## config.mk

```make
export PLATFORM = sky130hd
export DESIGN_NAME = udp_packet_builder
export DESIGN_NICKNAME = d
export VERILOG_FILES = /design/src/rtl/udp_packet_builder.sv
export SDC_FILE = /design/constraint.sdc
export NUM_CORES = 1
export LEC_CHECK = 0
export ABC_AREA = 1
export CAP_MARGIN = 20
export CORE_ASPECT_RATIO = 0.7
export CORE_UTILIZATION = 60
export DETAILED_ROUTE_END_ITERATION = 8
export PLACE_DENSITY = 0.86
export SYNTH_ARGS = -nofsm -noshare
export SYNTH_HDL_FRONTEND = slang
export SYNTH_SLANG_ARGS = --single-unit
```

## constraint.sdc

```tcl
create_clock -name clock -period 6.8 [get_ports clock]
set_input_delay 1.02 -clock clock [delete_from_list [all_inputs] [get_ports clock]]
set_output_delay 1.02 -clock clock [all_outputs]
set_load 0.005 [all_outputs]
```

## src/rtl/udp_packet_builder.sv

```systemverilog
// Builds an Ethernet II + IPv4 + UDP frame from a header descriptor and an FWFT payload stream.
// Latency: the first header byte is presented 12 cycles after descriptor accept. Every byte moves only while full is low.
// Backpressure: full stalls every state and dout holds. Define UDP_BUILDER_PAD_EN to zero-pad frames to MIN_FRAME_BYTES.
module udp_packet_builder #(
  parameter int          DATA_WIDTH        = 8,
  parameter logic [15:0] ETH_TYPE_DEF      = 16'h0800,
  parameter logic [7:0]  TIME_TO_LIVE      = 8'h40,
  parameter logic [7:0]  UDP_PROTOCOL_DEF  = 8'h11,
  parameter logic [15:0] IP_FLAGS_FRAG_DEF = 16'h4000,
  parameter logic [15:0] MAX_PAYLOAD_BYTES = 16'd1472,
  parameter logic [15:0] MIN_FRAME_BYTES   = 16'd60
) (
  input  logic                  clock,
  input  logic                  reset_n,
  input  logic                  start_valid,
  output logic                  start_ready,
  input  logic [15:0]           payload_len,
  input  logic [47:0]           eth_dst_addr,
  input  logic [47:0]           eth_src_addr,
  input  logic [31:0]           ip_src_addr,
  input  logic [31:0]           ip_dst_addr,
  input  logic [15:0]           udp_src_port,
  input  logic [15:0]           udp_dst_port,
  input  logic [DATA_WIDTH-1:0] din,
  input  logic                  in_sof,
  input  logic                  in_eof,
  input  logic                  empty,
  output logic                  rd_en,
  output logic [DATA_WIDTH-1:0] dout,
  output logic                  out_sof,
  output logic                  out_eof,
  output logic                  wr_en,
  input  logic                  full,
  output logic                  len_err,
  output logic                  busy
);

  typedef enum logic [2:0] {IDLE, CSUM, HDR, PAYLOAD, DRAIN, PAD} state_t;

  state_t        state, state_nxt;
  logic [15:0]   cnt, len_q, sport_q, dport_q, ip_id, ip_checksum;
  logic [47:0]   eth_dst_q, eth_src_q;
  logic [31:0]   ip_src_q, ip_dst_q;
  logic [19:0]   csum_acc;
  logic [15:0]   total_len, udp_len, csum_word, fold2;
  logic [16:0]   fold1;
  logic [335:0]  hdr_vec, hdr_shift;
  logic          pad_needed, last_byte;
  logic          unused_sof;

  // in_sof carries no information the byte counter does not already have
  assign unused_sof = in_sof;

`ifdef UDP_BUILDER_PAD_EN
  logic drain_pend;
  assign pad_needed = (len_q + 16'd42) < MIN_FRAME_BYTES;
`else
  logic unused_min;
  assign unused_min = |MIN_FRAME_BYTES;
  assign pad_needed = 1'b0;
`endif

  assign total_len = len_q + 16'd28;
  assign udp_len   = len_q + 16'd8;
  assign last_byte = (cnt == len_q - 16'd1);
  assign busy      = (state != IDLE);

  always_comb begin
    case (cnt[3:0])
      4'd0:    csum_word = 16'h4500;
      4'd1:    csum_word = total_len;
      4'd2:    csum_word = ip_id;
      4'd3:    csum_word = IP_FLAGS_FRAG_DEF;
      4'd4:    csum_word = {TIME_TO_LIVE, UDP_PROTOCOL_DEF};
      4'd6:    csum_word = ip_src_q[31:16];
      4'd7:    csum_word = ip_src_q[15:0];
      4'd8:    csum_word = ip_dst_q[31:16];
      4'd9:    csum_word = ip_dst_q[15:0];
      default: csum_word = 16'h0000;
    endcase
  end

  assign fold1 = {1'b0, csum_acc[15:0]} + {13'd0, csum_acc[19:16]};
  assign fold2 = fold1[15:0] + {15'd0, fold1[16]};

  assign hdr_vec = {eth_dst_q, eth_src_q, ETH_TYPE_DEF, 8'h45, 8'h00, total_len, ip_id,
                    IP_FLAGS_FRAG_DEF, TIME_TO_LIVE, UDP_PROTOCOL_DEF, ip_checksum,
                    ip_src_q, ip_dst_q, sport_q, dport_q, udp_len, 16'h0000};
  assign hdr_shift = hdr_vec << {cnt[5:0], 3'b000};

  always_ff @(posedge clock or negedge reset_n) begin
    if (!reset_n) state <= IDLE;
    else          state <= state_nxt;
  end

  always_comb begin
    state_nxt   = state;
    start_ready = 1'b0;
    rd_en       = 1'b0;
    wr_en       = 1'b0;
    dout        = '0;
    out_sof     = 1'b0;
    out_eof     = 1'b0;
    len_err     = 1'b0;
    case (state)
      IDLE: begin
        start_ready = 1'b1;
        if (start_valid) begin
          if (payload_len > MAX_PAYLOAD_BYTES) len_err = 1'b1;
          else                                 state_nxt = CSUM;
        end
      end
      CSUM: if (cnt == 16'd10) state_nxt = HDR;
      HDR: begin
        wr_en   = !full;
        dout    = hdr_shift[335:328];
        out_sof = (cnt == 16'd0);
        out_eof = (cnt == 16'd41) && (len_q == 16'd0) && !pad_needed;
        if (wr_en && cnt == 16'd41) begin
          if (len_q != 16'd0)  state_nxt = PAYLOAD;
          else if (pad_needed) state_nxt = PAD;
          else                 state_nxt = IDLE;
        end
      end
      PAYLOAD: begin
        rd_en = !empty && !full;
        wr_en = rd_en;
        dout  = din;
        if (wr_en) begin
          if (in_eof && !last_byte) begin
            // early end of input: close a short frame here
            out_eof   = 1'b1;
            len_err   = 1'b1;
            state_nxt = IDLE;
          end else if (last_byte) begin
            out_eof = !pad_needed;
            len_err = !in_eof;
            if (pad_needed)  state_nxt = PAD;
            else if (in_eof) state_nxt = IDLE;
            else             state_nxt = DRAIN;
          end
        end
      end
      DRAIN: begin
        rd_en = !empty;
        if (!empty && in_eof) state_nxt = IDLE;
      end
`ifdef UDP_BUILDER_PAD_EN
      PAD: begin
        wr_en   = !full;
        out_eof = (cnt == MIN_FRAME_BYTES - 16'd1);
        if (wr_en && out_eof) state_nxt = drain_pend ? DRAIN : IDLE;
      end
`endif
      default: state_nxt = IDLE;
    endcase
  end

  always_ff @(posedge clock or negedge reset_n) begin
    if (!reset_n) begin
      cnt         <= '0;
      len_q       <= '0;
      sport_q     <= '0;
      dport_q     <= '0;
      ip_id       <= '0;
      ip_checksum <= '0;
      eth_dst_q   <= '0;
      eth_src_q   <= '0;
      ip_src_q    <= '0;
      ip_dst_q    <= '0;
      csum_acc    <= '0;
`ifdef UDP_BUILDER_PAD_EN
      drain_pend  <= 1'b0;
`endif
    end else begin
      if (wr_en && out_eof) ip_id <= ip_id + 16'd1;
      case (state)
        IDLE: if (start_valid) begin
          len_q     <= payload_len;
          eth_dst_q <= eth_dst_addr;
          eth_src_q <= eth_src_addr;
          ip_src_q  <= ip_src_addr;
          ip_dst_q  <= ip_dst_addr;
          sport_q   <= udp_src_port;
          dport_q   <= udp_dst_port;
          cnt       <= '0;
          csum_acc  <= '0;
        end
        CSUM: if (cnt == 16'd10) begin
          ip_checksum <= ~fold2;
          cnt         <= '0;
        end else begin
          csum_acc <= csum_acc + {4'd0, csum_word};
          cnt      <= cnt + 16'd1;
        end
        HDR:     if (wr_en) cnt <= (cnt == 16'd41) ? 16'd0 : cnt + 16'd1;
        PAYLOAD: if (wr_en) cnt <= cnt + 16'd1;
        PAD:     if (wr_en) cnt <= cnt + 16'd1;
        default: ;
      endcase
`ifdef UDP_BUILDER_PAD_EN
      // PAD counts in whole-frame positions so its end test is a constant
      if (state != PAD && state_nxt == PAD) begin
        cnt        <= len_q + 16'd42;
        drain_pend <= (state == PAYLOAD) && !in_eof;
      end
`endif
    end
  end

endmodule

```

==> out/metrics.cfg <==
[global_route]
grt_max_degree=217
antenna_found_initial=1
grt_pass1_vias=17167
overflow=0
grt_first_pass_wirelength_um=95900
grt_util_all_layers_pct=42.8

[layout]
drive_gt1_share_pct=4.36
area_growth_pct=18.8
final_cell_mix=nand2_1 (845), dfrtp_1 (277), o21ai_0 (260)
multi_input_area_sq_mm=0.00875
fillerInstances=2108
final-seq-area_sq_mm=0.00699
nNetsFinal=2880
final_common_cell=nand2_1
fin_area_sq_mm=0.0205
fin_cells=3011

[synth]
ys.flop_type=dfrtp_1
ys_seq_area_share_pct=40.4
synth_edf_count=0
syn-mean-instance-area_sq_um=7.02
synth_top_area_share_pct=40.4
synth.distinct_cells=56
async_reset_ff_share_pct=100
synth_seq_cells=279
synthTopCellsByArea=dfrtp_1 (40%), nand2_1 (18%), o21ai_0 (7.5%)
yosys_warnings=0
yosysTopAreaCell=dfrtp_1
syn-num-nets=2718
synth_cells=2460
syn-cell-area_sq_mm=0.0173

[floorplanning]
ioPinCount=238
die_y_um=144
fp-row-count=51
core_sq_mm=0.0280
fp.dieW_um=205
start_util_pct=61.6
die-area_sq_mm=0.0295

[cts]
cts_setup_buffers=0
htreeDepth=1
hold_buffers=0
cts.path.max_buffers=3
cts_buffers=28
cts_sinks=279
clkLatencyLatePin_ns=0.59
cts_tree=built
cts-root-buf=clkbuf_16
clk_pin_slew_ns=0.06
post_cts_resized=0

[placed_design]
dp_hpwl_um=46200
gp_congestion=1.01
place_area_sq_mm=0.0197
place_inst=2963
io_buffer_count=236

[sta]
period_minus_slack_ns=5.67
fin_crit_sh_pct=83.3
setup_tns_ns=0
drv_slew=0
max-slew-margin-rel_pct=20.1
setup_viol=0
hold_viol_final=0
worstMarginPinSlew_ns=1.20
skew_ns=0.0271
rsz0062_at_grt=no
max_freq_mhz=177

[critical_path]
arrival_ns=4.65
crit_start=cnt[0]
crit_type=register to output pin
reg2reg_slack_ns=1.47
cp_cell_sequence=buf_4, nand2_1, clkinv_1, a22oi_1, a21oi_1, nor3_1, nand2_1, nand2_1, nand2_1, nand2_1, nand2_1, nand2_1, clkdlybuf4s50_1
crit_fanout=98
r2r_start=cnt[0]
cpPeakStageDelay_ns=0.88
r2r-end=csum_acc[12]
cp_slowest_cell=buf_4
cp.depth=13
cp-start-kind=register
crit_end=dout[0]
ff2ff_path_depth=18
crit_top_cell=nand2_1
crit_buf_inv=3
end_kind=output pin
cp.required_ns=5.78
crit_family=buffers and inverters

[route]
drt_pass1_iterations=7
drtIter0Drc=2882
viasPerCell=6.18
wl_met2_um=26300
wl_met3_um=9490
finalWirelength_um=63400
wl_met1_um=25800
ant_nets=0
wl_per_cell_um=21.1
vias=18617
drc_errors=0
top_layer=met4

[power]
vdd_drop_max_v=0.000286
powerDensity_mw_per_mm2=437
p_leak_nw=9.83
power_mw=8.96

[run]
maxCapViolCount=0

[hold_path]
hp-class=input pin to async pin

[outcome]
outcome=finished, final reports clean

## state kept, by name, summed over array words and instances (netlist names), 20 cells and up
register   flops
eth_dst_q     48
eth_src_q     48
ip_dst_q      32
ip_src_q      32
csum_acc      20
## report_power, final
part / internal, mW / total [mW] / switching (mW)
clock network: 0.792 / 1.49 / 0.700
logic: 1.40 / 4.45 / 3.04
registers: 2.36 / 3.02 / 0.661
total: 4.56 / 8.96 / 4.40
## synth_stat cells, types with 23 or more instances
master    number
clkbuf_1      41
o22ai_1       23
buf_2         59
nor3_1        23
o21ai_0      260
dfrtp_1      279
xor2_1        39
ha_1          33
inv_1        247
nor2_1       137
nand2_1      845
nand3_1      109
nand4_1       32
a21oi_1      132
## through the flow
step / setup slack [ns] / utilization, % / hold WS (ns)
after floorplan: 3.26 / - / 0.437
after global placement: 1.92 / 70.2 / 0.449
after detailed placement: 1.84 / 70.2 / 0.455
after CTS: 1.29 / 73.2 / 0.471
after global routing: 0.977 / 73.2 / 0.484
final: 1.13 / 73.2 / 0.470
## cell families (layout without fill, tap and decap cells)
family / after synthesis / count (layout) / share of synthesized area [%]
AOI/OAI and AO/OA: 517 / 517 / 16.8
and+or+nand+nor: 1200 / 1200 / 28.8
xor gates and xnor gates: 48 / 48 / 2.44
other: 0 / 1 / 0
DFF: 279 / 279 / 40.4
buffers and inverters: 381 / 560 / 8.91
adders and majority gates: 35 / 35 / 2.62
## per-layer routing
layer	track usage, %	vias up
met4	10.1	0
met3	12.9	186
li1	-	8309
met2	61.6	1471
met1	62.8	8651
met5	0	-
## worst min-delay path by stage
stage | from | to | slack (ns)
after CTS | eth_src_q[7] | eth_src_q[7] | 0.47
after global placement | eth_src_q[5] | eth_src_q[5] | 0.45
after global routing | eth_src_q[14] | eth_src_q[14] | 0.48
final | reset_n | csum_acc[15] | 0.47
after detailed placement | eth_src_q[7] | eth_src_q[7] | 0.46
after floorplan | dport_q[2] | dport_q[2] | 0.44
## area by class of cell
type	count	area share [%]
inverters	268	4.92
clock buffers	38	3.75
diodes	1	0.0122
clock inverters	9	0.360
multi-input cells	1800	42.6
flip-flops and latches	279	34.1
well taps	371	2.26
repair buffers	245	12.0
Note: power is estimated with default switching activity, not from simulation.
